File: config.mk
export PLATFORM = sky130hd
export DESIGN_NAME = bot_int_ctrl
export DESIGN_NICKNAME = d
export VERILOG_FILES = /design/src/rtl/bot_int_pkg.sv /design/src/rtl/bot_int_ctrl_rr_arbiter.sv /design/src/rtl/bot_int_ctrl.sv
export SDC_FILE = /design/constraint.sdc
export NUM_CORES = 1
export LEC_CHECK = 0
export CORE_MARGIN = 3
export CORE_UTILIZATION = 40
export DETAILED_ROUTE_END_ITERATION = 8
export HOLD_SLACK_MARGIN = 0.15
export PLACE_DENSITY_LB_ADDON = 0.05
export SETUP_SLACK_MARGIN = 0.15
export SLEW_MARGIN = 15
export SYNTH_ARGS = -nofsm -noshare
export SYNTH_HDL_FRONTEND = slang
export SYNTH_SLANG_ARGS = --single-unit
File: constraint.sdc
create_clock -name clk50 -period 1.7 [get_ports clk50]
set_input_delay 0.17 -clock clk50 [delete_from_list [all_inputs] [get_ports clk50]]
set_output_delay 0.17 -clock clk50 [all_outputs]
set_load 0.01 [all_outputs]
File: src/rtl/bot_int_pkg.sv
// bot_int_pkg: shared register map, FSM encoding and field positions for bot_int_ctrl
package bot_int_pkg;
  localparam logic [1:0] MASK_ADDR = 2'd0;
  localparam logic [1:0] PEND_ADDR = 2'd1;
  localparam logic [1:0] VEC_ADDR  = 2'd2;
  localparam logic [1:0] ACK_ADDR  = 2'd3;
  localparam int PEND_OVR_LSB = 8;
  localparam int PEND_TO_BIT  = 16;
  localparam int VEC_ACT_BIT  = 31;
  typedef enum logic [1:0] {ST_IDLE, ST_ASSERT, ST_GAP} state_t;
  function automatic logic [2:0] rr_next(input logic [2:0] id, input int n);
    return 3'((int'(id) + 1) % n);
  endfunction
endpackage

File: src/rtl/bot_int_ctrl_rr_arbiter.sv
// rr_arbiter: combinational round-robin pick of the first request at or after ptr_i
module rr_arbiter
  import bot_int_pkg::*;
#(
  parameter int N = 4
) (
  input  logic [N-1:0] req_i,
  input  logic [2:0]   ptr_i,
  output logic [2:0]   gnt_o,
  output logic         valid_o
);
  logic [N-1:0] rot;
  int off;
  assign rot = N'({req_i, req_i} >> ptr_i);
  assign valid_o = |req_i;
  always_comb begin
    off = 0;
    for (int i = N - 1; i >= 0; i--) if (rot[i]) off = i;
    gnt_o = 3'((int'(ptr_i) + off) % N);
  end
endmodule

File: src/rtl/bot_int_ctrl.sv
// bot_int_ctrl: round-robin sharing of the CPU interrupt line among edge-triggered event sources
module bot_int_ctrl
  import bot_int_pkg::*;
#(
  parameter int NSRC        = 4,
  parameter int ACK_TIMEOUT = 1023
) (
  input  logic            clk50,
  input  logic            reset,
  input  logic [NSRC-1:0] IO_Src,
  input  logic            reg_we,
  input  logic [1:0]      reg_addr,
  input  logic [31:0]     reg_wdata,
  output logic [31:0]     reg_rdata,
  output logic            IO_Irq,
  output logic [NSRC-1:0] IO_Overrun
);
  localparam int CW = $clog2(ACK_TIMEOUT + 1);
  localparam logic [CW-1:0] TO_LAST = CW'(ACK_TIMEOUT - 1);
  logic [NSRC-1:0] prev_q, pend_q, pend_d, ovr_q, ovr_d, mask_q, mask_d, ev, ack_clr;
  logic to_q, to_d, ack, ack_hit, to_fire, irq_q, gnt_v, unused_ok;
  logic [2:0] id_q, ptr_q, gnt;
  logic [CW-1:0] cnt_q;
  logic [31:0] pend_w, vec_w;
  state_t state_q;
  assign ev      = IO_Src & ~prev_q;
  assign ack     = reg_we && reg_addr == ACK_ADDR;
  assign ack_hit = ack && state_q == ST_ASSERT;
  assign to_fire = !ack && state_q == ST_ASSERT && cnt_q == TO_LAST;
  assign ack_clr = ack_hit ? NSRC'(1) << id_q : '0;
  // a fresh event beats the ack-clear of the same bit and is not an overrun
  assign pend_d  = (pend_q & ~ack_clr) | ev;
  assign ovr_d   = (ovr_q & ~(ack ? reg_wdata[PEND_OVR_LSB +: NSRC] : '0)) | (ev & pend_q & ~ack_clr);
  assign to_d    = (to_q & ~(ack & reg_wdata[PEND_TO_BIT])) | to_fire;
  assign mask_d  = (reg_we && reg_addr == MASK_ADDR) ? reg_wdata[NSRC-1:0] : mask_q;
  assign unused_ok = ^reg_wdata;
  rr_arbiter #(.N(NSRC)) u_arb (
    .req_i  (pend_q & mask_q),
    .ptr_i  (ptr_q),
    .gnt_o  (gnt),
    .valid_o(gnt_v)
  );
  always_ff @(posedge clk50 or posedge reset) begin
    if (reset) begin
      prev_q <= '0;
      pend_q <= '0;
      ovr_q  <= '0;
      to_q   <= 1'b0;
      mask_q <= '0;
    end else begin
      prev_q <= IO_Src;
      pend_q <= pend_d;
      ovr_q  <= ovr_d;
      to_q   <= to_d;
      mask_q <= mask_d;
    end
  end
  // GAP arbitrates like IDLE so the line is low for exactly one cycle between requests
  always_ff @(posedge clk50 or posedge reset) begin
    if (reset) begin
      state_q <= ST_IDLE;
      id_q    <= '0;
      ptr_q   <= '0;
      cnt_q   <= '0;
      irq_q   <= 1'b0;
    end else begin
      case (state_q)
        ST_IDLE, ST_GAP: begin
          state_q <= gnt_v ? ST_ASSERT : ST_IDLE;
          irq_q   <= gnt_v;
          id_q    <= gnt_v ? gnt : id_q;
          cnt_q   <= '0;
        end
        ST_ASSERT: begin
          if (ack) begin
            state_q <= ST_GAP;
            irq_q   <= 1'b0;
            ptr_q   <= rr_next(id_q, NSRC);
          end else if (cnt_q == TO_LAST) begin
            state_q <= ST_GAP;
            irq_q   <= 1'b0;
          end else begin
            cnt_q <= cnt_q + CW'(1);
          end
        end
        default: begin
          state_q <= ST_IDLE;
          irq_q   <= 1'b0;
        end
      endcase
    end
  end
  always_comb begin
    pend_w = '0;
    pend_w[NSRC-1:0] = pend_q;
    pend_w[PEND_OVR_LSB +: NSRC] = ovr_q;
    pend_w[PEND_TO_BIT] = to_q;
    vec_w = '0;
    vec_w[VEC_ACT_BIT] = irq_q;
    vec_w[2:0] = id_q;
  end
  assign reg_rdata = reg_addr == MASK_ADDR ? {{(32 - NSRC){1'b0}}, mask_q} :
                     reg_addr == PEND_ADDR ? pend_w :
                     reg_addr == VEC_ADDR  ? vec_w : '0;
  assign IO_Irq     = irq_q;
  assign IO_Overrun = ovr_q;
endmodule
Word-level counts from Yosys, hierarchy flattened
Cells that the tools add are included.
{ "op_classes": {"n_addsub": 3, "multipliers": 0, "n_div": 0, "magnitude_cmp": 0, "eq_ne": 9, "n_shift": 2, "n_mux": 19, "n_bitwise": 17, "n_reduce_logical": 16} }
{ "op_table": {"columns": ["cell", "count"], "rows": [
  ["$mux 32", 3],
  ["$and 4x4->4", 6],
  ["$mux 10", 2],
  ["$pmux 10 s2", 1],
  ["$mux 2", 6],
  ["$not 4->4", 3],
  ["$add 10x1->10 const B", 1],
  ["$eq 10x10->1 const B", 1],
  ["$mux 4", 2],
  ["$or 4x4->4", 2],
  ["$shr 8x3->4", 1],
  ["$eq 2x2->1 const B", 3],
  ["$reduce_or 2->1", 3],
  ["$logic_and 1x1->1", 5],
  ["$eq 2x1->1 const B", 2],
  ["$logic_not 2->1", 2],
  ["$ne 2x2->1 const B", 2],
  ["$pmux 2 s2", 1],
  ["$reduce_and 2->1", 2],
  ["$reduce_or 4->1", 1],
  ["$shl 1x3->4 const A", 1],
  ["$mux 1", 3],
  ["$ne 3x2->1 const B", 1],
  ["$reduce_and 3->1", 1],
  ["9 further kinds", 11]
]} }
{ "totals": {"ff_bits": 36, "latchBits": 0, "ram_bits": 0, "rom_bits": 0, "word_cells": 76, "memories": 0} }

Depth between registers and ports, before layout
Gate-level depths: netlist (run 1).
{ "depth": {"depth_word": 9, "mapped_depth": 9, "ltp_nobuf": 9} }

Hierarchy
From an unflattened synthesis (run 1), not the netlist that was laid out.
{ "hier_totals": {"hier_cells": 218, "hier_area_um2": 2148.3} }
{ "modules_own_cells": {"columns": ["module", "n_inst", "cells_each", "area_each_um2"], "rows": [
  ["bot_int_ctrl", 1, 187, 1919.3],
  ["rr_arbiter", 1, 31, 229.0]
]} }

Worst setup path after synthesis (run 1)
Ideal clock, no wire load.
{ "synth_timing": {"kind": "register -> register", "startpoint": "reg pend_q[2]", "endpoint": "reg id_q[1]", "setup_ns": 0.126, "t_arrival_ns": 1.625, "setup_slack_ns": -0.052, "path_stages_with_launch": 9, "cell_sequence": "dfrtp_1 > and2_1 > a2111oi_0 > nor3_1 > o21ai_0 > ha_1 > xor2_1 > a211o_1 > o211ai_2"} }
{ "synth_via": {"elab_chain_cells": 7, "word_cells_on_any_way": 9} }
{ "synth_lines": {"columns": ["item", "line", "source"], "rows": [
  ["start, declared", "bot_int_ctrl.sv:20", "logic [NSRC-1:0] prev_q, pend_q, pend_d, ovr_q, ovr_d, mask_q, mask_d, ev, ack_clr;"],
  ["start signal, assigned", "bot_int_ctrl.sv:52", "pend_q <= pend_d;"],
  ["$and 4x4->4 *", "bot_int_ctrl.sv:38", ".req_i (pend_q & mask_q),"],
  ["$shr 8x3->4", "bot_int_ctrl_rr_arbiter.sv:14", "assign rot = N'({req_i, req_i} >> ptr_i);"],
  ["$mux 2 (4 in a row)", "bot_int_ctrl_rr_arbiter.sv:18", "for (int i = N - 1; i >= 0; i--) if (rot[i]) off = i;"],
  ["$add 2x2->2", "bot_int_ctrl_rr_arbiter.sv:19", "gnt_o = 3'((int'(ptr_i) + off) % N);"],
  ["end signal, assigned", "bot_int_ctrl.sv:71", "id_q <= gnt_v ? gnt : id_q;"],
  ["end, declared", "bot_int_ctrl.sv:22", "logic [2:0] id_q, ptr_q, gnt;"]
]} }
Every way passes the cells marked *; elsewhere a longest branch is shown, timed or not.
A chain may end at the register's enable or synchronous reset.

Worst setup path after layout (run 1)
{ "layout_timing": {"startpoint": "reg ptr_q[0]", "endpoint": "reg id_q[1]"} }
{ "layout_via": {"elab_chain_cells": 6} }
{ "layout_lines": {"columns": ["item", "line", "source"], "rows": [
  ["start, declared", "bot_int_ctrl.sv:22", null],
  ["start signal, assigned", "bot_int_ctrl.sv:78", "ptr_q <= rr_next(id_q, NSRC);"],
  ["$shr 8x3->4", "bot_int_ctrl_rr_arbiter.sv:14", null],
  ["$mux 2 (4 in a row)", "bot_int_ctrl_rr_arbiter.sv:18", null],
  ["$add 2x2->2 *", "bot_int_ctrl_rr_arbiter.sv:19", null]
]} }
Marks and branches as above.

==> metrics.txt, run 1 <==
Starting Density=42.03%; area of the placeable core=4817 um2; average footprint of a synthesized cell=9.460 um2; largest incremental delay on the critical path=0.43 ns; number of antenna violations at the first check in global routing=0; kind of end point of the critical path=flop; number of warnings issued by yosys=0; number of placed instances with taps included=335; Clock Tree Buf Depth=2; first-pass GRT wire length=7486 um; count of state elements after synthesis=34; row cnt=25; final worst path period need=1.749 ns; setup TNS=-0.06006 ns; setup slack of the worst register-to-register path=-0.05 ns; total CTS buffers=5; net count reported at finish=328; DRT Pass-1 Iters=6; endpoint of the most critical register-to-register path=id_q[1]; IO Count=78; violations in the final reports=negative setup slack; post-route cell area=2768 um2; startpoint of the most critical register-to-register path=ptr_q[0]; gr ovfl total=0; count of antenna-violating nets left after detailed routing=0; unrepaired setup endpoints after global routing=true; clock edge transition at the registers on the reported setup and hold paths=0.07 ns; category of the critical setup timing path=reg2reg; die outline width=77.14 um; run status=finished, violations left; Leak Pwr=1.284 nW; HPWL after detailed placement=3372 um; overall via count from detail_route=1627; total wirelength of the detailed-routed design=4416 um; DRC marker count from the first detailed-route iteration=48; Max Fclk=0.5719 GHz; port bufs=32; maximum number of pins on one net before global-route repair=35; number of filler instances in the final layout=450; sequential element share of the synthesized area=42.03%; Worst Clk Skew=0.004472 ns; top area cells in the synthesized netlist=sky130_fd_sc_hd__dfrtp_1, sky130_fd_sc_hd__buf_4, sky130_fd_sc_hd__nand2_1; max_cap viols=0; antenna diode instance count=0; Setup Slack @ Placement=-0.1770 ns; area fraction of the dominant cell type after synthesis=42.03%; worst slack on hold paths=0.2824 ns; area of the die=5951 um2; WL per Instance=12.73 um; critical path launch point type=flop; post-synthesis cell type with the largest combined area=sky130_fd_sc_hd__dfrtp_1; Root Buffer=sky130_fd_sc_hd__clkbuf_8; number of cells traversed by the worst register-to-register path=8; Final period util=102.9%; total chip power=3.146 mW; post-layout worst setup margin=-0.04859 ns; Sink Count=34; count of placed standard cells in the final layout, fillers left out=347; worst vdd ir=716.1 uV; DRC violation count after routing=0; H-Tree Level Count=2; utilization after layout=57.45%; Clock Latency Late Sink=0.28 ns; vias per cell=4.689; Data arrival, critical path=1.91 ns; number of distinct library cells after synthesis=42; summed instance area of the synthesized netlist=2024 um2; final hold vios=0; Final Max Tran Viols=0; biggest fanout along the worst timing path=4; Cell Area, Placed=2579 um2; RD Place Congestion=0.8142; number of endpoints failing setup at the final stage=2; CTS tree=yes; pwr/cell area=1137 nW/um2; path category of the worst min-delay check=in2async; cell at the slowest stage of the critical path=sky130_fd_sc_hd__dfrtp_2; number of global-route vias before repair=1628; Cells after Synth=214; series of cell instances along the critical path=buf_4 -> a2111oi_4 -> nor3_1 -> o21ai_1 -> ha_2 -> xor2_2 -> a211o_1 -> o211ai_2; area growth from synthesis to layout=36.71%; required time worst endpoint=1.86 ns; Overall Global Routing Usage=15.64%; layout cells sized above 1=28.21%; chip height=77.14 um
## cell usage after synthesis
| master | count |
|---|---|
| sky130_fd_sc_hd__a2111oi_0 | 3 |
| sky130_fd_sc_hd__a2111oi_2 | 3 |
| sky130_fd_sc_hd__a211o_1 | 1 |
| sky130_fd_sc_hd__a21boi_1 | 2 |
| sky130_fd_sc_hd__a21oi_1 | 2 |
| sky130_fd_sc_hd__a31oi_1 | 1 |
| sky130_fd_sc_hd__a31oi_2 | 1 |
| sky130_fd_sc_hd__a41o_1 | 1 |
| sky130_fd_sc_hd__and2_1 | 12 |
| sky130_fd_sc_hd__and2_4 | 1 |
| sky130_fd_sc_hd__and3_1 | 3 |
| sky130_fd_sc_hd__buf_2 | 2 |
| sky130_fd_sc_hd__buf_4 | 23 |
| sky130_fd_sc_hd__clkbuf_1 | 2 |
| sky130_fd_sc_hd__conb_1 | 1 |
| sky130_fd_sc_hd__dfrtp_1 | 34 |
| sky130_fd_sc_hd__ha_1 | 7 |
| sky130_fd_sc_hd__inv_1 | 6 |
| sky130_fd_sc_hd__inv_2 | 2 |
| sky130_fd_sc_hd__mux2_2 | 5 |
| sky130_fd_sc_hd__mux2i_1 | 4 |
| sky130_fd_sc_hd__nand2_1 | 38 |
| sky130_fd_sc_hd__nand2_2 | 2 |
| sky130_fd_sc_hd__nand2b_1 | 6 |
| sky130_fd_sc_hd__nand3_1 | 5 |
| sky130_fd_sc_hd__nand3b_1 | 1 |
| sky130_fd_sc_hd__nand4_1 | 3 |
| sky130_fd_sc_hd__nand4_2 | 1 |
| sky130_fd_sc_hd__nor2_1 | 4 |
| sky130_fd_sc_hd__nor2b_1 | 4 |
| sky130_fd_sc_hd__nor3_1 | 3 |
| sky130_fd_sc_hd__nor3b_2 | 1 |
| sky130_fd_sc_hd__o211a_1 | 1 |
| sky130_fd_sc_hd__o211ai_1 | 1 |
| sky130_fd_sc_hd__o211ai_2 | 1 |
| sky130_fd_sc_hd__o21ai_0 | 9 |
| sky130_fd_sc_hd__o21ai_1 | 5 |
| sky130_fd_sc_hd__o31a_1 | 1 |
| sky130_fd_sc_hd__o31ai_1 | 1 |
| sky130_fd_sc_hd__or3_1 | 3 |
| sky130_fd_sc_hd__xnor2_1 | 3 |
| sky130_fd_sc_hd__xor2_1 | 5 |
## report_power, final
group | total, mW | internal (mW) | switching (mW)
combinational | 1.41 | 0.744 | 0.670
clock | 0.558 | 0.275 | 0.283
sequential | 1.17 | 0.974 | 0.200
## worst max path at each step
stage	from	endpoint	slack [ns]	depth (start not counted)
finish	ptr_q[0]	id_q[1]	-0.05	8
CTS	pend_q[0]	id_q[1]	-0.06	8
detailed placement	reg_addr[1]	cnt_q[5]	-0.18	7
global placement	reg_addr[1]	reg_rdata[0]	-0.19	6
global route	pend_q[0]	id_q[1]	-0.20	8
floorplan	mask_q[1]	id_q[1]	0.02	8
## worst max-delay path: cells and delay by family (launching register included)
family	cells	cell delay, ns
DFF	1	0.43
adders and majority gates	1	0.20
AOI/OAI and AO/OA	4	0.60
and+or+nand+nor	1	0.07
xor gates and xnor gates	1	0.16
buffers and inverters	1	0.15
## cell type report
| class | instances | area [um2] | share of cell area (%) |
|---|---|---|---|
| Clock buffer | 5 | 68.82 | 2.486 |
| Sequential cell | 34 | 852.1 | 30.79 |
| Timing Repair Buffer | 65 | 565.5 | 20.43 |
| Inverter | 8 | 30.03 | 1.085 |
| Multi-Input combinational cell | 166 | 1157 | 41.82 |
| Clock inverter | 2 | 10.01 | 0.3617 |
| Tap cell | 67 | 83.83 | 3.029 |
## cell usage in the layout (no fill, tap or decap), types with 4 or more instances in the layout
cell type and instances:
sky130_fd_sc_hd__nand2_1 36, sky130_fd_sc_hd__mux2_2 5, sky130_fd_sc_hd__dlygate4sd2_1 5, sky130_fd_sc_hd__conb_1 22
sky130_fd_sc_hd__xor2_1 4, sky130_fd_sc_hd__clkdlybuf4s50_1 20, sky130_fd_sc_hd__o21ai_1 7, sky130_fd_sc_hd__nand2_2 4
sky130_fd_sc_hd__mux2i_1 4, sky130_fd_sc_hd__and2_4 4, sky130_fd_sc_hd__and2_1 9, sky130_fd_sc_hd__inv_1 5
sky130_fd_sc_hd__o21ai_0 7, sky130_fd_sc_hd__ha_1 4, sky130_fd_sc_hd__nand2b_1 6, sky130_fd_sc_hd__buf_4 30
sky130_fd_sc_hd__clkbuf_8 5, sky130_fd_sc_hd__nor2_1 4, sky130_fd_sc_hd__clkdlybuf4s15_1 4, sky130_fd_sc_hd__dfrtp_1 33
## flip-flops by register name, summed over array words and instances, names as in the netlist
register    count
state_q         2
IO_Irq          1
cnt_q          10
pend_q          4
prev_q          4
id_q            2
IO_Overrun      4
ptr_q           2
mask_q          4
to_q            1
## repair_timing
item | 4_1_cts | 5_1_grt
pin swaps | 11 | 10
endpoints found under the setup margin | 20 | 21
setup buffers | 3 | 2
hold buffers | 0 | 0
resized for setup | 23 | 18
## logic make-up (layout without fill, tap and decap cells)
kind of cell / count (synthesis) / count (layout) / synth area share, %
compound gates: 33 / 33 / 12.36
xor+xnor: 8 / 8 / 3.461
fa+ha+maj: 7 / 7 / 4.326
buf+inv: 35 / 80 / 10.88
flops: 34 / 34 / 42.03
mux: 9 / 9 / 4.759
other cells: 1 / 22 / 0.1852
simple gates: 87 / 87 / 22.00
## routing by layer
layer / up-vias / GRT usage (%) / part of all wire (%)
li1: 811 / - / -
met2: 53 / 26.17 / 46
met1: 755 / 20.12 / 47
met4: 0 / 4.626 / 1.1
met5: - / 0 / 0
met3: 8 / 3.521 / 5.9
(Power assumes the default switching activity.)
==> run 2: changes to the inputs <==
Settings changed: CORE_UTILIZATION 40 to 30.
==> run 2 against run 1 <==
  * The flow still finishes with violations (negative setup slack)
  * Global-route usage shrank 2.3 points
  * Combinational power grew 9.9%
  * Die area grew 31%
  * Setup slack gained 0.0034 ns
  * Critical path type unchanged
==> metrics.txt, run 2 (synthesized netlist as in run 1, its figures left out) <==
Clock Latency Late Sink=0.28 ns (about the same); Largest register FFs=10 (unchanged); worst slack on hold paths=0.2735 ns (was 0.2824 ns); row cnt=29 (was 25); layout cells sized above 1=29.31% (was 28.21%); register area=852.1 um2 (unchanged); series of cell instances along the critical path=nand2_2 -> a2111oi_4 -> nor3_1 -> o21ai_1 -> ha_2 -> xor2_2 -> a211o_1 -> o211ai_2 (was buf_4 -> a2111oi_4 -> nor3_1 -> o21ai_1 -> ha_2 -> xor2_2 -> a211o_1 -> o211ai_2); DRT Pass-1 Iters=4 (was 6); most frequent cells in the layout=sky130_fd_sc_hd__nand2_1, sky130_fd_sc_hd__buf_4, sky130_fd_sc_hd__dfrtp_1 (was sky130_fd_sc_hd__nand2_1, sky130_fd_sc_hd__dfrtp_1, sky130_fd_sc_hd__buf_4); count of antenna-violating nets left after detailed routing=0 (unchanged); switching power share of the total=35.27% (was 36.65%); number of global-route vias before repair=1640 (was 1628); Root Buffer=sky130_fd_sc_hd__clkbuf_8 (unchanged); first-pass GRT wire length=8017 um (was 7486 um); total wirelength of the detailed-routed design=4783 um (was 4416 um); HPWL after detailed placement=3614 um (was 3372 um); Sink Count=34 (unchanged); post-route cell area=2872 um2 (was 2768 um2); Final period util=102.7% (was 102.9%); maximum number of pins on one net before global-route repair=35 (unchanged); area used by multi-input combinational logic=1135 um2 (was 1157 um2); worst vdd ir=568.8 uV (was 716.1 uV); Cell Area, Placed=2644 um2 (was 2579 um2); Leak Pwr=1.364 nW (was 1.284 nW); required time worst endpoint=1.87 ns (was 1.86 ns); biggest fanout along the worst timing path=3 (was 4); Overall Global Routing Usage=13.38% (was 15.64%); overall via count from detail_route=1661 (was 1627); IO Count=78 (unchanged); Starting Density=31.34% (was 42.03%); gr ovfl total=0 (unchanged); clock edge transition at the registers on the reported setup and hold paths=0.07 ns (about the same); largest incremental delay on the critical path=0.43 ns (about the same); number of antenna violations at the first check in global routing=0 (unchanged); category of the critical setup timing path=reg2reg (unchanged); port bufs=32 (unchanged); area of the placeable core=6459 um2 (was 4817 um2); run status=finished, violations left (unchanged); DRC violation count after routing=0 (unchanged); final hold vios=0 (unchanged); pwr/cell area=1180 nW/um2 (was 1137 nW/um2); WL per Instance=13.03 um (was 12.73 um); violations in the final reports=negative setup slack (unchanged); Final Max Tran Viols=0 (unchanged); area growth from synthesis to layout=41.84% (was 36.71%); post-layout worst setup margin=-0.04516 ns (was -0.04859 ns); kind of end point of the critical path=flop (unchanged); max_cap viols=0 (unchanged); number of filler instances in the final layout=642 (was 450); RD Place Congestion=0.7656 (was 0.8142); unrepaired setup endpoints after global routing=true (unchanged); antenna diode instance count=0 (unchanged); chip height=88.15 um (was 77.14 um); relative contribution of sequential cells to total power=33.4% (was 37.3%); Internal Dissipation=2.194 mW (was 1.993 mW); leading cell type in the layout, fill and taps excluded=sky130_fd_sc_hd__nand2_1 (unchanged); register ranked first by flip-flop count=cnt_q (unchanged); cell at the slowest stage of the critical path=sky130_fd_sc_hd__dfrtp_1 (was sky130_fd_sc_hd__dfrtp_2); startpoint of the most critical register-to-register path=pend_q[0] (was ptr_q[0]); area of the die=7770 um2 (was 5951 um2); combinational power share=45.6% (was 44.9%); critical path launch point type=flop (unchanged); total CTS buffers=5 (unchanged); Clock Tree Buf Depth=2 (unchanged); DRC marker count from the first detailed-route iteration=52 (was 48); vias per cell=4.526 (was 4.689); Net Sw Power=1.195 mW (was 1.153 mW); Data arrival, critical path=1.91 ns (about the same); endpoint of the most critical register-to-register path=id_q[1] (unchanged); number of endpoints failing setup at the final stage=2 (unchanged); net count reported at finish=337 (was 328); H-Tree Level Count=2 (unchanged); number of cells traversed by the worst register-to-register path=8 (unchanged); die outline width=88.15 um (was 77.14 um); portion of total power attributed to the clock network=21.0% (was 17.7%); Max Fclk=0.5730 GHz (was 0.5719 GHz); Worst Clk Skew=0.001628 ns (was 0.004472 ns); CTS tree=yes (unchanged); path category of the worst min-delay check=in2async (unchanged); final worst path period need=1.745 ns (was 1.749 ns); setup slack of the worst register-to-register path=-0.05 ns (about the same)
-- run 2: cell types whose count changed in the layout (fill, tap and decap cells not counted), sizes merged --
cell,previous run,this run
buf,34,43
clkbuf,6,8
clkdlybuf4s15,4,3
clkinv,2,0
dlygate4sd2,5,7
-- run 2: final cells by class --
type                       count  share of cell area, %
tap                           77                  3.355
sequential                    34                  29.67
inverter                       8                  1.046
clock buffer                   8                  3.834
timing repair buffer          74                  22.57
multi-input combinational    166                  39.52
-- run 2: critical path: cells and delay by family, from the launching register on --
family	cells	cell delay [ns]
flops	1	0.43
simple gates	2	0.21
compound gates	4	0.65
fa+ha+maj	1	0.22
xor+xnor	1	0.14
-- run 2: metrics by stage --
step           util [%]  setup WS (ns)  total power [mW]   TNS, ns  std cells
3_3_place_gp      40.93        -0.1772             2.582    -1.965        352
2_1_floorplan         -        0.01863             1.954         0        235
4_1_cts           43.74       -0.08115             3.387   -0.1150        366
3_5_place_dp      40.93        -0.1528             2.579    -1.700        352
6_report          44.46       -0.04516             3.390  -0.07743        367
5_1_grt           44.46        -0.1794             3.658   -0.3078        367
-- run 2: timing repair --
action,4_1_cts,5_1_grt
hold buffers,0,0
endpoints found under the setup margin,21,22
resized for setup,25,14
setup buffers,6,1
pin swaps,13,16
-- run 2: worst max path at each step --
stage,startpoint,end,slack (ns),cells after the start
after global routing,pend_q[0],id_q[1],-0.18,8
after floorplan,mask_q[1],id_q[1],0.02,8
after global placement,reg_addr[0],reg_rdata[0],-0.18,6
after detailed placement,reg_addr[0],reg_rdata[0],-0.15,6
final,pend_q[0],id_q[1],-0.05,8
after CTS,pend_q[0],id_q[1],-0.08,8
-- run 2: per-layer routing --
metal  global-route usage, %  part of all wire (%)
met4                   4.121                   1.2
met5                       0                     0
met2                   19.79                    43
met3                   3.010                   3.7
met1                   19.42                    52
-- run 2: power by group through the flow --
| stage | clock network, mW | registers, mW | logic [mW] |
|---|---|---|---|
| 2_1_floorplan | 0 | 1.16 | 0.792 |
| 3_3_place_gp | 0 | 1.15 | 1.43 |
| 3_5_place_dp | 0 | 1.15 | 1.43 |
| 4_1_cts | 0.733 | 1.13 | 1.52 |
| 5_1_grt | 0.765 | 1.15 | 1.74 |
| 6_report | 0.711 | 1.13 | 1.55 |
==> run 3: changes to the inputs <==
Settings changed: GPL_TIMING_DRIVEN from default to 1.
==> results of run 3 <==
Same layout as run 2: the final DEF is identical, and so are final timing and power.
